--- config.mk ---
export PLATFORM = sky130hd
export DESIGN_NAME = matmul_feeder_flat
export DESIGN_NICKNAME = d
export VERILOG_FILES = /design/src/rtl/matmul_feeder_pkg.sv /design/src/rtl/matmul_feeder_if.sv /design/src/rtl/matmul_feeder_lane.sv /design/src/rtl/matmul_feeder.sv /design/src/flat_wrapper.sv
export SDC_FILE = /design/constraint.sdc
export NUM_CORES = 1
export LEC_CHECK = 0
export BUFFER_PORTS_ARGS = -buffer_cell sky130_fd_sc_hd__buf_2
export CORE_MARGIN = 2
export CORE_UTILIZATION = 49
export DETAILED_ROUTE_END_ITERATION = 6
export GPL_ROUTABILITY_DRIVEN = 1
export PLACE_DENSITY_LB_ADDON = 0.25
export SETUP_SLACK_MARGIN = 0.5
export SLEW_MARGIN = 10
export SYNTH_ARGS = -nofsm -noshare
export SYNTH_HDL_FRONTEND = slang
export SYNTH_SLANG_ARGS = --single-unit
--- constraint.sdc ---
create_clock -name clk_i -period 3 [get_ports clk_i]
set_input_delay 0.6 -clock clk_i [delete_from_list [all_inputs] [get_ports clk_i]]
set_output_delay 0.6 -clock clk_i [all_outputs]
set_load 0.02 [all_outputs]
--- src/rtl/matmul_feeder_pkg.sv ---
// Shared types and constants for the matmul operand feeder: FSM states,
// control register field positions and dimension helpers.
package matmul_pkg;

    typedef enum logic [2:0] {
        IDLE,
        LOAD,
        FEED,
        DONE,
        WAIT_CLR
    } state_t;

    localparam int CTRL_START_BIT = 0;
    localparam int CTRL_N_LSB     = 8;
    localparam int CTRL_N_MSB     = 9;
    localparam int CTRL_K_LSB     = 10;
    localparam int CTRL_K_MSB     = 11;
    localparam int CTRL_M_LSB     = 12;
    localparam int CTRL_M_MSB     = 13;

    localparam int DIM_W = CTRL_N_MSB - CTRL_N_LSB + 1;
    // Feed step counter; holds T_END = k+n+m <= 9 without wrapping.
    localparam int T_W   = 4;

    function automatic logic dim_out_of_range(input logic [DIM_W-1:0] f, input int max_dim);
        return int'(f) >= max_dim;
    endfunction

    function automatic logic [DIM_W-1:0] clamp_dim(input logic [DIM_W-1:0] f, input int max_dim);
        return dim_out_of_range(f, max_dim) ? DIM_W'(max_dim - 1) : f;
    endfunction

endpackage

--- src/rtl/matmul_feeder_if.sv ---
// Control/operand and array-edge signal bundle for matmul_feeder.
// dim_err_o exists only when MATMUL_FEEDER_DIM_CHECK_EN is defined.
interface matmul_feeder_if
    import matmul_pkg::*;
#(
    parameter int DATA_WIDTH = 8,
    parameter int BUS_WIDTH  = 32,
    parameter int MAX_DIM    = BUS_WIDTH / DATA_WIDTH
);
    logic                            start_i;
    logic [DIM_W-1:0]                n_dim_i;
    logic [DIM_W-1:0]                k_dim_i;
    logic [DIM_W-1:0]                m_dim_i;
    logic [BUS_WIDTH*MAX_DIM-1:0]    operand_a_i;
    logic [BUS_WIDTH*MAX_DIM-1:0]    operand_b_i;
    logic [DATA_WIDTH*MAX_DIM-1:0]   a_o;
    logic [DATA_WIDTH*MAX_DIM-1:0]   b_o;
    logic                            valid_o;
    logic                            clear_o;
    logic                            eop_o;
    logic                            busy_o;
`ifdef MATMUL_FEEDER_DIM_CHECK_EN
    logic                            dim_err_o;

    modport master (
        output start_i, n_dim_i, k_dim_i, m_dim_i, operand_a_i, operand_b_i,
        input  a_o, b_o, valid_o, clear_o, eop_o, busy_o, dim_err_o
    );
    modport slave (
        input  start_i, n_dim_i, k_dim_i, m_dim_i, operand_a_i, operand_b_i,
        output a_o, b_o, valid_o, clear_o, eop_o, busy_o, dim_err_o
    );
`else
    modport master (
        output start_i, n_dim_i, k_dim_i, m_dim_i, operand_a_i, operand_b_i,
        input  a_o, b_o, valid_o, clear_o, eop_o, busy_o
    );
    modport slave (
        input  start_i, n_dim_i, k_dim_i, m_dim_i, operand_a_i, operand_b_i,
        output a_o, b_o, valid_o, clear_o, eop_o, busy_o
    );
`endif
endinterface

--- src/rtl/matmul_feeder_lane.sv ---
// One skewed array-edge lane: picks element (t - LANE) of a row/column vector,
// or zero when outside the programmed limits.
module feeder_lane
    import matmul_pkg::*;
#(
    parameter int DATA_WIDTH = 8,
    parameter int MAX_DIM    = 4,
    parameter int LANE       = 0
) (
    input  logic [T_W-1:0]                 t,
    input  logic [DATA_WIDTH*MAX_DIM-1:0]  vec,
    input  logic [DIM_W-1:0]               outer_lim,
    input  logic [DIM_W-1:0]               inner_lim,
    output logic [DATA_WIDTH-1:0]          elem
);
    logic [T_W:0] diff;

    always_comb begin
        // Extra MSB of diff is the borrow: set when t < LANE.
        diff = {1'b0, t} - (T_W + 1)'(LANE);
        elem = '0;
        if (!diff[T_W] && (diff[T_W-1:0] <= T_W'(inner_lim)) &&
            ((T_W + 1)'(LANE) <= (T_W + 1)'(outer_lim))) begin
            for (int unsigned e = 0; e < MAX_DIM; e++) begin
                if (diff[T_W-1:0] == T_W'(e)) begin
                    elem = vec[e*DATA_WIDTH +: DATA_WIDTH];
                end
            end
        end
    end
endmodule

--- src/rtl/matmul_feeder.sv ---
// Operand skew/feed stage for the systolic matmul array.
// Define MATMUL_FEEDER_DIM_CHECK_EN to reject oversize dims via dim_err_o instead of clamping.
module matmul_feeder
    import matmul_pkg::*;
#(
    parameter int DATA_WIDTH = 8,
    parameter int BUS_WIDTH  = 32,
    parameter int MAX_DIM    = BUS_WIDTH / DATA_WIDTH
) (
    input logic            clk_i,
    input logic            rst_i,
    matmul_feeder_if.slave bus
);
    localparam int LANE_W = DATA_WIDTH * MAX_DIM;
    localparam int OP_W   = BUS_WIDTH * MAX_DIM;

    state_t           state_q;
    logic             start_q;
    logic             armed_q;
    logic [T_W-1:0]   t_q;
    logic [T_W-1:0]   t_sel;
    logic [T_W-1:0]   t_end;
    logic [DIM_W-1:0] n_q;
    logic [DIM_W-1:0] k_q;
    logic [DIM_W-1:0] m_q;
    logic [OP_W-1:0]  a_lat;
    logic [OP_W-1:0]  b_lat;
    logic [LANE_W-1:0] a_q;
    logic [LANE_W-1:0] b_q;
    logic [LANE_W-1:0] a_next;
    logic [LANE_W-1:0] b_next;
    logic             valid_q;
    logic             clear_q;
    logic             eop_q;
    logic             busy_q;
    logic             req;
    logic [LANE_W-1:0] a_row [MAX_DIM];
    logic [LANE_W-1:0] b_col [MAX_DIM];
`ifdef MATMUL_FEEDER_DIM_CHECK_EN
    logic             dim_err_q;
    logic             dims_bad;

    assign dims_bad = dim_out_of_range(bus.n_dim_i, MAX_DIM) |
                      dim_out_of_range(bus.k_dim_i, MAX_DIM) |
                      dim_out_of_range(bus.m_dim_i, MAX_DIM);
    assign bus.dim_err_o = dim_err_q;
`endif

    // armed_q blocks a start level still held high across reset from
    // looking like a fresh rising edge.
    assign req   = bus.start_i & ~start_q & armed_q;
    assign t_end = T_W'(n_q) + T_W'(k_q) + T_W'(m_q);
    assign t_sel = (state_q == LOAD) ? '0 : t_q + T_W'(1);

    always_comb begin
        for (int unsigned r = 0; r < MAX_DIM; r++) begin
            a_row[r] = a_lat[r*BUS_WIDTH +: LANE_W];
            b_col[r] = '0;
        end
        for (int unsigned c = 0; c < MAX_DIM; c++) begin
            for (int unsigned r = 0; r < MAX_DIM; r++) begin
                b_col[c][r*DATA_WIDTH +: DATA_WIDTH] = b_lat[r*BUS_WIDTH + c*DATA_WIDTH +: DATA_WIDTH];
            end
        end
    end

    for (genvar i = 0; i < MAX_DIM; i++) begin : g_lane
        feeder_lane #(.DATA_WIDTH(DATA_WIDTH), .MAX_DIM(MAX_DIM), .LANE(i)) u_a_lane (
            .t         (t_sel),
            .vec       (a_row[i]),
            .outer_lim (n_q),
            .inner_lim (k_q),
            .elem      (a_next[i*DATA_WIDTH +: DATA_WIDTH])
        );
        feeder_lane #(.DATA_WIDTH(DATA_WIDTH), .MAX_DIM(MAX_DIM), .LANE(i)) u_b_lane (
            .t         (t_sel),
            .vec       (b_col[i]),
            .outer_lim (m_q),
            .inner_lim (k_q),
            .elem      (b_next[i*DATA_WIDTH +: DATA_WIDTH])
        );
    end

    always_ff @(posedge clk_i) begin
        if (rst_i) begin
            state_q   <= IDLE;
            start_q   <= 1'b0;
            armed_q   <= 1'b0;
            t_q       <= '0;
            n_q       <= '0;
            k_q       <= '0;
            m_q       <= '0;
            a_lat     <= '0;
            b_lat     <= '0;
            a_q       <= '0;
            b_q       <= '0;
            valid_q   <= 1'b0;
            clear_q   <= 1'b0;
            eop_q     <= 1'b0;
            busy_q    <= 1'b0;
`ifdef MATMUL_FEEDER_DIM_CHECK_EN
            dim_err_q <= 1'b0;
`endif
        end else begin
            start_q <= bus.start_i;
            armed_q <= armed_q | ~bus.start_i;
            case (state_q)
                IDLE: begin
                    a_q     <= '0;
                    b_q     <= '0;
                    valid_q <= 1'b0;
                    clear_q <= 1'b0;
                    eop_q   <= 1'b0;
                    busy_q  <= 1'b0;
                    if (req) begin
                        a_lat  <= bus.operand_a_i;
                        b_lat  <= bus.operand_b_i;
                        n_q    <= clamp_dim(bus.n_dim_i, MAX_DIM);
                        k_q    <= clamp_dim(bus.k_dim_i, MAX_DIM);
                        m_q    <= clamp_dim(bus.m_dim_i, MAX_DIM);
                        busy_q <= 1'b1;
`ifdef MATMUL_FEEDER_DIM_CHECK_EN
                        if (dims_bad) begin
                            dim_err_q <= 1'b1;
                            state_q   <= WAIT_CLR;
                        end else begin
                            clear_q <= 1'b1;
                            state_q <= LOAD;
                        end
`else
                        clear_q <= 1'b1;
                        state_q <= LOAD;
`endif
                    end
                end
                LOAD: begin
                    clear_q <= 1'b0;
                    valid_q <= 1'b1;
                    a_q     <= a_next;
                    b_q     <= b_next;
                    t_q     <= '0;
                    state_q <= FEED;
                end
                FEED: begin
                    if (t_q == t_end) begin
                        valid_q <= 1'b0;
                        a_q     <= '0;
                        b_q     <= '0;
                        eop_q   <= 1'b1;
                        state_q <= DONE;
                    end else begin
                        t_q <= t_q + T_W'(1);
                        a_q <= a_next;
                        b_q <= b_next;
                    end
                end
                DONE: begin
                    eop_q   <= 1'b0;
                    state_q <= WAIT_CLR;
                end
                WAIT_CLR: begin
`ifdef MATMUL_FEEDER_DIM_CHECK_EN
                    dim_err_q <= 1'b0;
`endif
                    if (!bus.start_i) begin
                        busy_q  <= 1'b0;
                        t_q     <= '0;
                        state_q <= IDLE;
                    end
                end
                default: state_q <= IDLE;
            endcase
        end
    end

    assign bus.a_o     = a_q;
    assign bus.b_o     = b_q;
    assign bus.valid_o = valid_q;
    assign bus.clear_o = clear_q;
    assign bus.eop_o   = eop_q;
    assign bus.busy_o  = busy_q;

endmodule

--- src/flat_wrapper.sv ---
// flat-port wrapper written by rule: the top's interface ports become plain ports
module matmul_feeder_flat import matmul_pkg::*;
#(
    parameter int DATA_WIDTH = 8,
    parameter int BUS_WIDTH  = 32,
    parameter int MAX_DIM    = BUS_WIDTH / DATA_WIDTH
)
  (clk_i, rst_i, bus_start_i, bus_n_dim_i, bus_k_dim_i, bus_m_dim_i, bus_operand_a_i, bus_operand_b_i, bus_a_o, bus_b_o, bus_valid_o, bus_clear_o, bus_eop_o, bus_busy_o);
  matmul_feeder_if #(.DATA_WIDTH(DATA_WIDTH), .BUS_WIDTH(BUS_WIDTH), .MAX_DIM(MAX_DIM)) bus_i ();
  input logic clk_i;
  input logic rst_i;
  input wire logic [$bits(bus_i.start_i)-1:0] bus_start_i;
  input wire logic [$bits(bus_i.n_dim_i)-1:0] bus_n_dim_i;
  input wire logic [$bits(bus_i.k_dim_i)-1:0] bus_k_dim_i;
  input wire logic [$bits(bus_i.m_dim_i)-1:0] bus_m_dim_i;
  input wire logic [$bits(bus_i.operand_a_i)-1:0] bus_operand_a_i;
  input wire logic [$bits(bus_i.operand_b_i)-1:0] bus_operand_b_i;
  output wire logic [$bits(bus_i.a_o)-1:0] bus_a_o;
  output wire logic [$bits(bus_i.b_o)-1:0] bus_b_o;
  output wire logic [$bits(bus_i.valid_o)-1:0] bus_valid_o;
  output wire logic [$bits(bus_i.clear_o)-1:0] bus_clear_o;
  output wire logic [$bits(bus_i.eop_o)-1:0] bus_eop_o;
  output wire logic [$bits(bus_i.busy_o)-1:0] bus_busy_o;
  assign bus_i.start_i = bus_start_i;
  assign bus_i.n_dim_i = bus_n_dim_i;
  assign bus_i.k_dim_i = bus_k_dim_i;
  assign bus_i.m_dim_i = bus_m_dim_i;
  assign bus_i.operand_a_i = bus_operand_a_i;
  assign bus_i.operand_b_i = bus_operand_b_i;
  assign bus_a_o = bus_i.a_o;
  assign bus_b_o = bus_i.b_o;
  assign bus_valid_o = bus_i.valid_o;
  assign bus_clear_o = bus_i.clear_o;
  assign bus_eop_o = bus_i.eop_o;
  assign bus_busy_o = bus_i.busy_o;
  matmul_feeder #(.DATA_WIDTH(DATA_WIDTH), .BUS_WIDTH(BUS_WIDTH), .MAX_DIM(MAX_DIM)) u_core (.clk_i(clk_i), .rst_i(rst_i), .bus(bus_i));
endmodule
==> reports/qor.json, run 1 <==
{
  "first_pass_iters": 5,
  "run_status": "finished clean",
  "core_area_sq_um": 28600,
  "switching_fraction_of_total_power_pct": 24.5,
  "max_freq_mhz": 350,
  "worst_ir_drop_vdd_v": 0.000462,
  "post_route_cells_drive_above_1_share_pct": 23.9,
  "ratio_of_final_minimum_period_to_clock_period_pct": 95.3,
  "critical_path.max_fanout": 6,
  "synth_compound_gate_area_share_pct": 21.0,
  "timing.setup.tns_ns": 0,
  "ioPinCount": 333,
  "netSwitchingPower_mw": 2.57,
  "critical_path.slowest_cell": "sky130_fd_sc_hd__fa_1",
  "worstSetupEndpointType": "flop",
  "power.leakage_nw": 6.89,
  "drv.max_cap_violation_count": 0,
  "final_net_count": 2408,
  "multi_input_logic_area_sq_um": 7140,
  "worst_setup_hold_path_clk_slew_ns": 0.06,
  "synth_top_flop_cell": "sky130_fd_sc_hd__dfxtp_1",
  "syn_area_sq_um": 14200,
  "routed-via-count": 13800,
  "cts-root-buf": "sky130_fd_sc_hd__clkbuf_16",
  "hold_class": "in2reg",
  "drc": 0,
  "place_hpwl_mm": 29.0,
  "timing.hold.worst.start": "bus_operand_a_i[41]",
  "synth-xor-area-share_pct": 0.642,
  "final.fill_count": 2539,
  "post_synth.cell_area_avg_sq_um": 7.73,
  "min_delay_worst_endpoint": "u_core.a_lat[41]",
  "area_growth_pct": 26.8,
  "seq_area_sq_um": 6800,
  "post_synthesis_cell_type_count": 65,
  "cts_buffers": 36,
  "placed_area_sq_um": 16400,
  "cell_chain_critical_path": "ha_4 > fa_1 > inv_1 > fa_1 > xnor2_2 > nor3_4 > buf_6 > a31oi_4 > buf_12 > buf_6 > and3_4 > a31o_4",
  "detailedRoute.firstIterationViolations": 1177,
  "yosysWarningCount": 0,
  "finalHoldViolations": 0,
  "crit_start": "u_core.n_q[0]",
  "r2r_start": "u_core.n_q[0]",
  "critical-path-top-delay-family": "adder cells",
  "layout.cells.most_common": "sky130_fd_sc_hd__nand2_1",
  "crit_path_start_kind": "flop",
  "gp_congestion": 0.870,
  "max_slew.worst_pin.slew_ns": 0.917,
  "fin_skew_ns": 0.0218,
  "timing.critical_path.required_ns": 3.40,
  "r2r_cells": 12,
  "drt-wirelength-per-cell_microns": 17.0,
  "critical_path_class": "reg2reg",
  "floorplan.die.height_microns": 174,
  "power.share.combinational_pct": 10.6,
  "slowest_delay_ns": 0.50,
  "synth_area_leader_cell": "sky130_fd_sc_hd__dfxtp_1",
  "yosys.area_share.simple_pct": 23.5,
  "setup_viol": 0,
  "drt-vias-per-instance": 5.46,
  "hold-path-cell-count": 3,
  "grt.total_usage_pct": 27.2,
  "grt_max_degree": 145,
  "post_synth_fa_ha_maj_area_fraction_pct": 1.95,
  "total_non_filler_cell_area_in_the_finished_layout_sq_um": 18000,
  "relSlewSlack_pct": 38.8,
  "power_density_nw_per_um2": 582,
  "detail-route-antenna-nets": 0,
  "rr_endpoint": "u_core.t_q[2]",
  "most-common-layout-cells": "648 x sky130_fd_sc_hd__nand2_1, 336 x sky130_fd_sc_hd__dfxtp_1, 331 x sky130_fd_sc_hd__buf_2",
  "drt_wl_total_mm": 43.1,
  "grt_pass1_wl_mm": 67.7,
  "antenna_found_initial": 3,
  "synthesis.nets": 2127,
  "post_synth_main_area_contributors": "sky130_fd_sc_hd__dfxtp_1 48%, sky130_fd_sc_hd__nand2_1 17%, sky130_fd_sc_hd__a21oi_1 11%",
  "cts_tree": "done",
  "postSynthCellCount": 1841,
  "ys_async_sr_fraction_pct": 0,
  "die_width_microns": 174,
  "post_synth_mux_area_share_pct": 0.642,
  "die_area_sq_um": 30400,
  "seq_power_share_pct": 45.0,
  "worstSkewPairLatency_ns": 0.52,
  "overflow": 0,
  "synth.yosys.seq_area_share_pct": 47.7,
  "crit_arrival_ns": 3.26,
  "cts_max_level": 2,
  "timing.final.max_slew_violations": 0,
  "numPortBuffers": 332,
  "power_report.internal_total_mw": 7.93,
  "cts_max_path_buffers": 3,
  "power_frac_clock_pct": 44.4,
  "number_of_placement_rows": 62,
  "first_global_vias": 13100,
  "regToRegSetupSlack_ns": 0.14,
  "grt_setup_unrepaired": "yes",
  "flip_flop_and_latch_count_after_synthesis": 339,
  "synth_top_family_by_area": "simple AND/OR/NAND/NOR gates",
  "initial_core_util_pct": 49.7,
  "synth.top_cell.area_share_pct": 47.7,
  "finalWorstPathRequiredPeriod_ns": 2.86,
  "numClockSinks": 339,
  "synth_enable_flop_cells": 0,
  "path_buf_inv": 4
}
cells in the mapped netlist, drive strengths merged, types with 12 or more instances:
| library cell | n |
|---|---|
| nor3 | 33 |
| ha | 19 |
| buf | 14 |
| a221oi | 32 |
| o31ai | 27 |
| a21oi | 327 |
| nor2 | 17 |
| nand2 | 650 |
| nand3b | 12 |
| clkbuf | 133 |
| nor2b | 41 |
| dfxtp | 339 |
| inv | 17 |
| o211ai | 18 |
| o21ai | 46 |
| nand3 | 17 |
registers in the layout, summed over array words and instances, names as in the netlist:
register / count
u_core.a_lat: 128
u_core.armed_q: 1
u_core.b_lat: 128
u_core.bus.a_o: 32
u_core.bus.b_o: 32
u_core.bus.busy_o: 1
u_core.bus.clear_o: 1
u_core.bus.eop_o: 1
u_core.bus.valid_o: 1
u_core.k_q: 2
u_core.m_q: 2
u_core.n_q: 2
u_core.start_q: 1
u_core.state_q: 3
u_core.t_q: 4
through the flow:
step	util (%)	total power [mW]	std cells	hold slack, ns	worst slack (ns)
CTS	62.1	10.5	2524	0.298	0.133
finish	63.1	10.5	2536	0.315	0.140
floorplan	-	5.42	1841	0.430	0.241
global placement	57.3	5.82	2451	0.430	0.162
global route	63.0	10.9	2534	0.309	0.0547
detailed placement	57.3	5.84	2451	0.433	0.0916
area by class of cell:
cell class	instances	share of cell area [%]
antenna	3	0.0416
clock buffer	50	5.90
clock inverter	15	1.07
inverter	17	0.374
multi-input combinational	1339	39.5
sequential	339	37.6
tap	384	2.66
timing repair buffer	389	12.8
metal layers:
layer,vias up,GRT usage (%),routed length (microns)
met5,-,0,13
met4,2,8.96,1120
met3,79,4.27,2780
met2,509,44.9,20400
met1,6447,36.5,18800
li1,6799,-,-
logic make-up after synthesis:
family,count (synthesis)
adders and majority gates,21
buffers and inverters,164
DFF,339
xor gates and xnor gates,8
muxes,9
and+or+nand+nor,798
AOI/OAI and AO/OA,502
tightest hold or removal path, delay by kind of cell:
| kind | cells | cell delay, ns |
|---|---|---|
| AOI/OAI and AO/OA | 1 | 0.05 |
| buffers and inverters | 1 | 0.10 |
| and+or+nand+nor | 1 | 0.04 |
worst max-delay path by stage:
stage,end,slack [ns],cells after the start
final,u_core.t_q[2],0.14,12
after global routing,u_core.t_q[2],0.05,12
after CTS,u_core.bus.b_o[6],0.13,10
after detailed placement,u_core.bus.b_o[9],0.09,10
after global placement,u_core.bus.b_o[6],0.16,10
after floorplan,u_core.bus.a_o[6],0.24,10
timing repair:
item / in CTS / in global routing
gates resized for setup: 15 / 31
endpoints found under the hold margin: 0 / 0
buffers inserted: 7 / 9
cloned: 1 / 0
pin swaps: 7 / 17
endpoints found under the setup margin: 71 / 71
hold buffers: 0 / 0
power groups by stage:
stage | sequential (mW) | clock [mW] | combinational, mW
floorplan | 4.81 | 0 | 0.613
global placement | 4.82 | 0 | 0.997
detailed placement | 4.83 | 0 | 1.01
CTS | 4.73 | 4.73 | 1.06
global route | 4.74 | 4.92 | 1.22
finish | 4.73 | 4.66 | 1.11
Power figures use the tool's default switching activity.
==> run 2: changes to the inputs <==
--- a/config.mk
+++ b/config.mk
@@ -5,7 +5,7 @@
 export SDC_FILE = /design/constraint.sdc
 export NUM_CORES = 1
 export LEC_CHECK = 0
-export BUFFER_PORTS_ARGS = -buffer_cell sky130_fd_sc_hd__buf_2
+export BUFFER_PORTS_ARGS = -buffer_cell sky130_fd_sc_hd__buf_4
 export CORE_MARGIN = 2
 export CORE_UTILIZATION = 49
 export DETAILED_ROUTE_END_ITERATION = 6
==> run 2 against run 1 <==
Compared with the run above:
- largest cell class unchanged
- sequential power is essentially flat
- sequential cell count is the same
- die area is the same
- critical path type unchanged
- via count grew 0.54%
- setup slack lost 0.0062 ns
- clock power shrank 5.6%
- maximum frequency shrank 0.22%
- critical endpoint is now u_core.bus.b_o[15]
==> reports/qor.json, run 2 (synthesis results as in run 1) <==
{
  "run_status": {"value": "finished clean", "change": "unchanged"},
  "relSlewSlack": {"value": 41.6, "unit": "%", "change": "was 38.8%"},
  "timing.final.max_slew_violations": {"value": 0, "change": "unchanged"},
  "timing.setup.tns": {"value": 0, "unit": "ns", "change": "unchanged"},
  "postLayoutCoreUtil": {"value": 65.8, "unit": "%", "change": "was 63.1%"},
  "cts_buffers": {"value": 36, "change": "unchanged"},
  "hold_class": {"value": "in2reg", "change": "unchanged"},
  "worst_ir_drop_vdd": {"value": 0.000327, "unit": "V", "change": "was 0.000462 V"},
  "first_global_vias": {"value": 13300, "change": "was 13100"},
  "max_slew.worst_pin.slew": {"value": 0.876, "unit": "ns", "change": "was 0.917 ns"},
  "cts_max_level": {"value": 2, "change": "unchanged"},
  "critical_path_class": {"value": "reg2reg", "change": "unchanged"},
  "antenna_found_initial": {"value": 0, "change": "was 3"},
  "final.hold.worst_slack": {"value": 0.320, "unit": "ns", "change": "was 0.315 ns"},
  "drt_wl_total": {"value": 44.5, "unit": "mm", "change": "was 43.1 mm"},
  "overflow": {"value": 0, "change": "unchanged"},
  "total_non_filler_cell_area_in_the_finished_layout": {"value": 18800, "unit": "sq um", "change": "was 18000 sq um"},
  "placed_area": {"value": 17200, "unit": "sq um", "change": "was 16400 sq um"},
  "worstSkewPairLatency": {"value": 0.52, "unit": "ns", "change": "about the same"},
  "largest_registers": {"value": "u_core.a_lat: 128 flops, u_core.b_lat: 128 flops", "change": "unchanged"},
  "numClockSinks": {"value": 339, "change": "unchanged"},
  "grt.total_usage": {"value": 27.9, "unit": "%", "change": "was 27.2%"},
  "cts_tree": {"value": "done", "change": "unchanged"},
  "fin_skew": {"value": 0.0215, "unit": "ns", "change": "was 0.0218 ns"},
  "slowest_delay": {"value": 0.52, "unit": "ns", "change": "was 0.50 ns"},
  "numPortBuffers": {"value": 332, "change": "unchanged"},
  "layout.cells.most_common": {"value": "sky130_fd_sc_hd__nand2_1", "change": "unchanged"},
  "routed-via-count": {"value": 13900, "change": "was 13800"},
  "finalWorstPathRequiredPeriod": {"value": 2.87, "unit": "ns", "change": "was 2.86 ns"},
  "hold_buffers": {"value": 0, "change": "unchanged"},
  "grt_pass1_wl": {"value": 69.1, "unit": "mm", "change": "was 67.7 mm"},
  "cts_max_path_buffers": {"value": 3, "change": "unchanged"},
  "ratio_of_final_minimum_period_to_clock_period": {"value": 95.5, "unit": "%", "change": "was 95.3%"},
  "power_density": {"value": 548, "unit": "nW/um^2", "change": "was 582 nW/um^2"},
  "insertedDiodeCount": {"value": 0, "change": "was 3"},
  "worst_setup_hold_path_clk_slew": {"value": 0.06, "unit": "ns", "change": "about the same"},
  "grt_max_degree": {"value": 131, "change": "was 145"},
  "area_growth": {"value": 32.3, "unit": "%", "change": "was 26.8%"},
  "number_of_placement_rows": {"value": 62, "change": "unchanged"},
  "cell_chain_critical_path": {"value": "ha_4 > fa_1 > inv_2 > fa_1 > xnor2_2 > nor3_4 > buf_6 > a31oi_4 > o2111ai_4 > o31ai_1", "change": "was ha_4 > fa_1 > inv_1 > fa_1 > xnor2_2 > nor3_4 > buf_6 > a31oi_4 > buf_12 > buf_6 > and3_4 > a31o_4"},
  "cts-root-buf": {"value": "sky130_fd_sc_hd__clkbuf_16", "change": "unchanged"},
  "core_area": {"value": 28600, "unit": "sq um", "change": "unchanged"},
  "power.leakage": {"value": 7.12, "unit": "nW", "change": "was 6.89 nW"},
  "detailedRoute.firstIterationViolations": {"value": 1211, "change": "was 1177"},
  "final.fill_count": {"value": 2418, "change": "was 2539"},
  "drt-wirelength-per-cell": {"value": 17.6, "unit": "microns", "change": "was 17.0 microns"},
  "place_hpwl": {"value": 30.0, "unit": "mm", "change": "was 29.0 mm"},
  "post_route_cells_drive_above_1_share": {"value": 24.4, "unit": "%", "change": "was 23.9%"},
  "most-common-layout-cells": {"value": "648 x sky130_fd_sc_hd__nand2_1, 368 x sky130_fd_sc_hd__buf_4, 336 x sky130_fd_sc_hd__dfxtp_1", "change": "was 648 x sky130_fd_sc_hd__nand2_1, 336 x sky130_fd_sc_hd__dfxtp_1, 331 x sky130_fd_sc_hd__buf_2"},
  "drv.max_cap_violation_count": {"value": 0, "change": "unchanged"},
  "drt-vias-per-instance": {"value": 5.49, "change": "was 5.46"},
  "grt_setup_unrepaired": {"value": "yes", "change": "unchanged"},
  "initial_core_util": {"value": 49.7, "unit": "%", "change": "unchanged"},
  "ioPinCount": {"value": 333, "change": "unchanged"},
  "final_net_count": {"value": 2408, "change": "unchanged"},
  "crit_path_start_kind": {"value": "flop", "change": "unchanged"},
  "critical_path.slowest_cell": {"value": "sky130_fd_sc_hd__fa_1", "change": "unchanged"},
  "path_common_cell": "sky130_fd_sc_hd__fa_1",
  "die_area": {"value": 30400, "unit": "sq um", "change": "unchanged"},
  "finalHoldViolations": {"value": 0, "change": "unchanged"},
  "drc": {"value": 0, "change": "unchanged"},
  "worstSetupEndpointType": {"value": "flop", "change": "unchanged"},
  "timing.critical_path.required": {"value": 3.44, "unit": "ns", "change": "was 3.40 ns"},
  "gp_congestion": {"value": 0.866, "change": "was 0.870"},
  "max_freq": {"value": 349, "unit": "MHz", "change": "was 350 MHz"},
  "die_width": {"value": 174, "unit": "microns", "change": "unchanged"},
  "critical_path.max_fanout": {"value": 8, "change": "was 6"},
  "setup_viol": {"value": 0, "change": "unchanged"},
  "detail-route-antenna-nets": {"value": 0, "change": "unchanged"},
  "floorplan.die.height": {"value": 174, "unit": "microns", "change": "unchanged"},
  "first_pass_iters": {"value": 5, "change": "unchanged"},
  "crit_arrival": {"value": 3.31, "unit": "ns", "change": "was 3.26 ns"}
}
run 2: changes by cell type in the layout (fill, tap and decap cells not counted), sizes merged:
cell | before | now
diode | 3 | 0
inv | 19 | 17
clkbuf | 51 | 56
clkinv | 8 | 7
bufinv | 4 | 1
run 2: final timing paths:
| check | start | to | slack (ns) | cells after the start |
|---|---|---|---|---|
| hold / removal | bus_start_i | u_core.armed_q | 0.32 | 2 |
| setup reg to reg | u_core.n_q[0] | u_core.bus.b_o[15] | 0.13 | 10 |
| hold reg to reg | u_core.a_lat[102] | u_core.a_lat[102] | 0.45 | 2 |
| setup / recovery | u_core.n_q[0] | u_core.bus.b_o[15] | 0.13 | 10 |
run 2: what timing repair did:
| item | CTS | global route |
|---|---|---|
| pin swaps | 45 | 7 |
| endpoints found under the setup margin | 71 | 71 |
| setup buffers | 11 | 3 |
| resized for setup | 61 | 17 |
| cloned | 2 | 0 |
run 2: through the flow:
stage          power [mW]  instances  setup slack (ns)
2_1_floorplan        5.42       1841             0.241
3_3_place_gp         5.91       2452             0.154
3_5_place_dp         5.94       2452            0.0959
4_1_cts              10.3       2529             0.126
5_1_grt              10.7       2532            0.0151
6_report             10.3       2532             0.134
run 2: worst max-delay path, delay by kind of cell, from the launching register on:
kind / cells / cell delay [ns]
adder cells (fa/ha/maj): 3 / 1.14
AO/OA/AOI/OAI: 3 / 0.84
flip-flops: 1 / 0.35
XOR/XNOR: 1 / 0.21
buffers and inverters: 2 / 0.17
AND/OR/NAND/NOR: 1 / 0.08
run 2: per-layer routing:
layer | routed length, microns | part of all wire (%) | GRT usage (%) | up-vias
li1 | - | - | - | 6788
met1 | 19100 | 43 | 36.5 | 6497
met2 | 21200 | 48 | 47.1 | 527
met3 | 2870 | 6.5 | 4.55 | 99
met4 | 1380 | 3.1 | 9.45 | 0
met5 | 0 | 0 | 0 | -
run 2: power breakdown:
group | internal, mW | switching (mW)
combinational | 0.520 | 0.662
sequential | 4.65 | 0.0823
clock | 2.57 | 1.83
run 2: area by class of cell:
type / instances / area [sq um] / area share (%)
inverters: 17 / 63.8 / 0.339
well taps: 384 / 480 / 2.55
repair buffers: 389 / 3130 / 16.6
multi-input cells: 1339 / 7190 / 38.2
clock buffers: 55 / 1070 / 5.71
clock inverters: 9 / 95.1 / 0.505
flip-flops and latches: 339 / 6800 / 36.1
==> run 3: changes to the inputs <==
--- a/config.mk
+++ b/config.mk
@@ -7,7 +7,7 @@
 export LEC_CHECK = 0
 export BUFFER_PORTS_ARGS = -buffer_cell sky130_fd_sc_hd__buf_4
 export CORE_MARGIN = 2
-export CORE_UTILIZATION = 49
+export CORE_UTILIZATION = 50
 export DETAILED_ROUTE_END_ITERATION = 6
 export GPL_ROUTABILITY_DRIVEN = 1
 export PLACE_DENSITY_LB_ADDON = 0.25
@@ -15,4 +15,5 @@
 export SLEW_MARGIN = 10
 export SYNTH_ARGS = -nofsm -noshare
 export SYNTH_HDL_FRONTEND = slang
+export SYNTH_HIERARCHICAL = 1
 export SYNTH_SLANG_ARGS = --single-unit
==> run 3 against run 2 <==
Compared with the run above:
- maximum frequency grew 10%
- clock-buffer cell count shrank 4
- non-clock buffer count increased by 39
- total power is 8.1% higher
- first-iteration DRC count decreased by 19%
- sequential power about the same
- critical path type unchanged
- critical endpoint is now u_core/t_q[0]
- largest power group unchanged
==> reports/qor.json, run 3 <==
{
  "final_net_count": {"value": 2568, "change": "was 2408"},
  "crit_arrival": {"value": 3.02, "unit": "ns", "change": "was 3.31 ns"},
  "grt_max_degree": {"value": 109, "change": "was 131"},
  "numPortBuffers": {"value": 332, "change": "unchanged"},
  "synth_area_leader_cell": {"value": "sky130_fd_sc_hd__dfxtp_1", "change": "unchanged"},
  "timing.critical_path.required": {"value": 3.42, "unit": "ns", "change": "was 3.44 ns"},
  "grt.total_usage": {"value": 26.8, "unit": "%", "change": "was 27.9%"},
  "power_report.internal_total": {"value": 8.28, "unit": "mW", "change": "was 7.74 mW"},
  "netSwitchingPower": {"value": 2.86, "unit": "mW", "change": "was 2.57 mW"},
  "switching_fraction_of_total_power": {"value": 25.7, "unit": "%", "change": "was 24.9%"},
  "non_filler_instance_count_after_layout": {"value": 2689, "change": "was 2532"},
  "grt_pass1_wl": {"value": 72.5, "unit": "mm", "change": "was 69.1 mm"},
  "synth_top_flop_cell": {"value": "sky130_fd_sc_hd__dfxtp_1", "change": "unchanged"},
  "drv.max_cap_violation_count": {"value": 0, "change": "unchanged"},
  "area_growth": {"value": 34.2, "unit": "%", "change": "was 32.3%"},
  "first_pass_iters": {"value": 5, "change": "unchanged"},
  "core_area": {"value": 31400, "unit": "sq um", "change": "was 28600 sq um"},
  "ioPinCount": {"value": 333, "change": "unchanged"},
  "most-common-layout-cells": {"value": "669 x sky130_fd_sc_hd__nand2_1, 385 x sky130_fd_sc_hd__buf_4, 334 x sky130_fd_sc_hd__dfxtp_1", "change": "was 648 x sky130_fd_sc_hd__nand2_1, 368 x sky130_fd_sc_hd__buf_4, 336 x sky130_fd_sc_hd__dfxtp_1"},
  "max_slew.worst_pin.slew": {"value": 0.816, "unit": "ns", "change": "was 0.876 ns"},
  "grt_setup_unrepaired": {"value": "yes", "change": "unchanged"},
  "slowest_delay": {"value": 0.54, "unit": "ns", "change": "was 0.52 ns"},
  "die_width": {"value": 182, "unit": "microns", "change": "was 174 microns"},
  "drt-wirelength-per-cell": {"value": 17.7, "unit": "microns", "change": "was 17.6 microns"},
  "antenna_found_initial": {"value": 2, "change": "was 0"},
  "finalWorstPathRequiredPeriod": {"value": 2.61, "unit": "ns", "change": "was 2.87 ns"},
  "gp_congestion": {"value": 0.856, "change": "was 0.866"},
  "power_density": {"value": 523, "unit": "nW/um^2", "change": "was 548 nW/um^2"},
  "insertedDiodeCount": {"value": 0, "change": "unchanged"},
  "worstSkewPairLatency": {"value": 0.53, "unit": "ns", "change": "was 0.52 ns"},
  "seq_power_share": {"value": 42.5, "unit": "%", "change": "was 45.9%"},
  "finalHoldViolations": {"value": 0, "change": "unchanged"},
  "cts_buffers": {"value": 38, "change": "was 36"},
  "run_status": {"value": "finished clean", "change": "unchanged"},
  "synth.top_cell.area_share": {"value": 42.8, "unit": "%", "change": "was 47.7%"},
  "routed-via-count": {"value": 14800, "change": "was 13900"},
  "power.leakage": {"value": 8.01, "unit": "nW", "change": "was 7.12 nW"},
  "cts_tree": {"value": "done", "change": "unchanged"},
  "multi_input_logic_area": {"value": 8730, "unit": "sq um", "change": "was 7190 sq um"},
  "ratio_of_final_minimum_period_to_clock_period": {"value": 86.9, "unit": "%", "change": "was 95.5%"},
  "first_global_vias": {"value": 14000, "change": "was 13300"},
  "regToRegSetupSlack": {"value": 0.39, "unit": "ns", "change": "was 0.13 ns"},
  "relSlewSlack": {"value": 45.4, "unit": "%", "change": "was 41.6%"},
  "die_area": {"value": 33200, "unit": "sq um", "change": "was 30400 sq um"},
  "r2r_cells": {"value": 10, "change": "unchanged"},
  "drt_wl_total": {"value": 47.6, "unit": "mm", "change": "was 44.5 mm"},
  "cts_max_path_buffers": {"value": 3, "change": "unchanged"},
  "post_route_cells_drive_above_1_share": {"value": 30.3, "unit": "%", "change": "was 24.4%"},
  "final.fill_count": {"value": 2584, "change": "was 2418"},
  "fin_skew": {"value": 0.0124, "unit": "ns", "change": "was 0.0215 ns"},
  "initial_core_util": {"value": 50.5, "unit": "%", "change": "was 49.7%"},
  "overflow": {"value": 0, "change": "unchanged"},
  "yosysMostFrequentCell": {"value": "sky130_fd_sc_hd__nand2_1", "change": "unchanged"},
  "cts_max_level": {"value": 2, "change": "unchanged"},
  "worst_ir_drop_vdd": {"value": 0.000478, "unit": "V", "change": "was 0.000327 V"},
  "timing.setup.tns": {"value": 0, "unit": "ns", "change": "unchanged"},
  "drc": {"value": 0, "change": "unchanged"},
  "post_synthesis_cell_type_count": {"value": 65, "change": "unchanged"},
  "postSynthCellCount": {"value": 1930, "change": "was 1841"},
  "hold_class": {"value": "in2reg", "change": "unchanged"},
  "hold_buffers": {"value": 0, "change": "unchanged"},
  "flip_flop_and_latch_count_after_synthesis": {"value": 339, "change": "unchanged"},
  "detail-route-antenna-nets": {"value": 0, "change": "unchanged"},
  "synth_enable_flop_cells": {"value": 0, "change": "unchanged"},
  "synth_common_cells": {"value": "670 x sky130_fd_sc_hd__nand2_1, 339 x sky130_fd_sc_hd__dfxtp_1, 304 x sky130_fd_sc_hd__a21oi_1", "change": "was 650 x sky130_fd_sc_hd__nand2_1, 339 x sky130_fd_sc_hd__dfxtp_1, 327 x sky130_fd_sc_hd__a21oi_1"},
  "numClockSinks": {"value": 339, "change": "unchanged"},
  "ys_async_sr_fraction": {"value": 0, "unit": "%", "change": "unchanged"},
  "cts-root-buf": {"value": "sky130_fd_sc_hd__clkbuf_16", "change": "unchanged"},
  "power.share.combinational": {"value": 15.3, "unit": "%", "change": "was 11.5%"},
  "critical_path.slowest_cell": {"value": "sky130_fd_sc_hd__fa_1", "change": "unchanged"},
  "worstSetupEndpoint": {"value": "u_core/t_q[0]", "change": "was u_core.bus.b_o[15]"},
  "place_hpwl": {"value": 30.7, "unit": "mm", "change": "was 30.0 mm"},
  "cell_chain_critical_path": {"value": "inv_2 > fa_1 > inv_2 > ha_4 > ha_4 > xor2_4 > o41ai_4 > buf_4 > o311a_1 > mux2_2", "change": "was ha_4 > fa_1 > inv_2 > fa_1 > xnor2_2 > nor3_4 > buf_6 > a31oi_4 > o2111ai_4 > o31ai_1"},
  "largest_registers": {"value": "u_core/a_lat: 128 flops, u_core/b_lat: 128 flops", "change": "was u_core.a_lat: 128 flops, u_core.b_lat: 128 flops"},
  "crit_path_start_kind": {"value": "flop", "change": "unchanged"},
  "rr_endpoint": {"value": "u_core/t_q[0]", "change": "was u_core.bus.b_o[15]"},
  "worstSetupEndpointType": {"value": "flop", "change": "unchanged"},
  "number_of_placement_rows": {"value": 65, "change": "was 62"},
  "critical_path_class": {"value": "reg2reg", "change": "unchanged"},
  "post_synth.cell_area_avg": {"value": 8.22, "unit": "sq um", "change": "was 7.73 sq um"},
  "drt-vias-per-instance": {"value": 5.51, "change": "was 5.49"},
  "detailedRoute.firstIterationViolations": {"value": 975, "change": "was 1211"},
  "synthesis.nets": {"value": 2238, "change": "was 2127"},
  "worst_setup_hold_path_clk_slew": {"value": 0.06, "unit": "ns", "change": "about the same"},
  "layout.cells.most_common": {"value": "sky130_fd_sc_hd__nand2_1", "change": "unchanged"},
  "power_frac_clock": {"value": 42.2, "unit": "%", "change": "was 42.7%"},
  "power.total": {"value": 11.1, "unit": "mW", "change": "was 10.3 mW"},
  "max_freq": {"value": 384, "unit": "MHz", "change": "was 349 MHz"},
  "r2r_start": {"value": "u_core/m_q[1]", "change": "was u_core.n_q[0]"},
  "timing.final.max_slew_violations": {"value": 0, "change": "unchanged"},
  "crit_start": {"value": "u_core/m_q[1]", "change": "was u_core.n_q[0]"},
  "critical_path.max_fanout": {"value": 4, "change": "was 8"},
  "dp_cells": {"value": 2567, "change": "was 2452"},
  "floorplan.die.height": {"value": 182, "unit": "microns", "change": "was 174 microns"},
  "yosysWarningCount": {"value": 6, "change": "was 0"},
  "post_synth_main_area_contributors": {"value": "sky130_fd_sc_hd__dfxtp_1 43%, sky130_fd_sc_hd__nand2_1 16%, sky130_fd_sc_hd__a21oi_1 9.6%", "change": "was sky130_fd_sc_hd__dfxtp_1 48%, sky130_fd_sc_hd__nand2_1 17%, sky130_fd_sc_hd__a21oi_1 11%"},
  "syn_area": {"value": 15900, "unit": "sq um", "change": "was 14200 sq um"},
  "setup_viol": {"value": 0, "change": "unchanged"},
  "synth.yosys.seq_area_share": {"value": 42.8, "unit": "%", "change": "was 47.7%"},
  "seq_area": {"value": 6800, "unit": "sq um", "change": "about the same"}
}
run 3: cell types whose count changed in the layout (fill, tap and decap cells not counted), moves of 17 or more:
cell / previous run / this run
sky130_fd_sc_hd__inv_1: 16 / 38
sky130_fd_sc_hd__a21oi_2: 0 / 54
sky130_fd_sc_hd__buf_4: 368 / 385
sky130_fd_sc_hd__o21ai_0: 21 / 3
sky130_fd_sc_hd__nor2b_1: 39 / 5
sky130_fd_sc_hd__o211ai_1: 17 / 0
sky130_fd_sc_hd__o31ai_1: 17 / 0
sky130_fd_sc_hd__mux2i_1: 8 / 28
sky130_fd_sc_hd__a221oi_1: 32 / 0
sky130_fd_sc_hd__a21oi_1: 327 / 298
sky130_fd_sc_hd__nand2_1: 648 / 669
run 3: layout make-up:
class,instances,share of cell area [%]
multi-input combinational,1402,41.0
tap,402,2.36
clock inverter,16,0.946
inverter,51,0.987
timing repair buffer,428,17.8
clock buffer,51,4.98
sequential,339,31.9
run 3: per-stage QoR:
step	util (%)	area (sq um)	setup slack [ns]	hold WS (ns)
finish	67.8	21300	0.394	0.291
CTS	65.3	20500	0.423	0.272
global placement	58.8	18500	0.354	0.437
detailed placement	58.8	18500	0.225	0.444
floorplan	-	16000	0.281	0.430
global route	67.8	21300	0.347	0.282
run 3: what timing repair did:
item	4_1_cts	5_1_grt
gates resized for setup	62	81
endpoints found under the hold margin	0	0
endpoints found under the setup margin	68	70
pin swaps	15	28
setup buffers	19	25
gates cloned	7	4
run 3: cell families after synthesis:
| logic type | share of synthesized area, % |
|---|---|
| DFF | 42.8 |
| xor gates and xnor gates | 0.386 |
| buffers and inverters | 7.85 |
| and+or+nand+nor | 22.6 |
| AOI/OAI and AO/OA | 20.5 |
| adders and majority gates | 3.49 |
| muxes | 2.45 |
run 3: worst min path at each step:
stage / endpoint / start / slack, ns / cells after the start
floorplan: u_core/armed_q / u_core/armed_q / 0.43 / 2
global placement: u_core/a_lat[13] / u_core/a_lat[13] / 0.44 / 2
detailed placement: u_core/a_lat[13] / u_core/a_lat[13] / 0.44 / 2
CTS: u_core/armed_q / bus_start_i / 0.27 / 2
global route: u_core/armed_q / bus_start_i / 0.28 / 2
finish: u_core/armed_q / bus_start_i / 0.29 / 2
run 3: per-layer routing:
metal	global-route usage [%]	vias up	wire (microns)
met1	35.9	7025	20600
met3	4.57	101	2870
li1	-	7224	-
met2	43.7	469	22600
met4	9.97	4	1430
met5	0	-	27
run 3: power by group through the flow:
stage               logic [mW]  registers, mW  clock network, mW
detailed placement        1.36           4.84                  0
finish                    1.71           4.74               4.70
CTS                       1.53           4.74               4.77
global route              1.84           4.75               4.96
global placement          1.34           4.83                  0
floorplan                0.941           4.82                  0
run 3: critical path, delay by kind of cell, from the launching register on:
kind | cells | cell delay, ns
AOI/OAI and AO/OA | 2 | 0.45
xor gates and xnor gates | 1 | 0.19
adders and majority gates | 3 | 0.99
buffers and inverters | 3 | 0.24
DFF | 1 | 0.33
muxes | 1 | 0.29
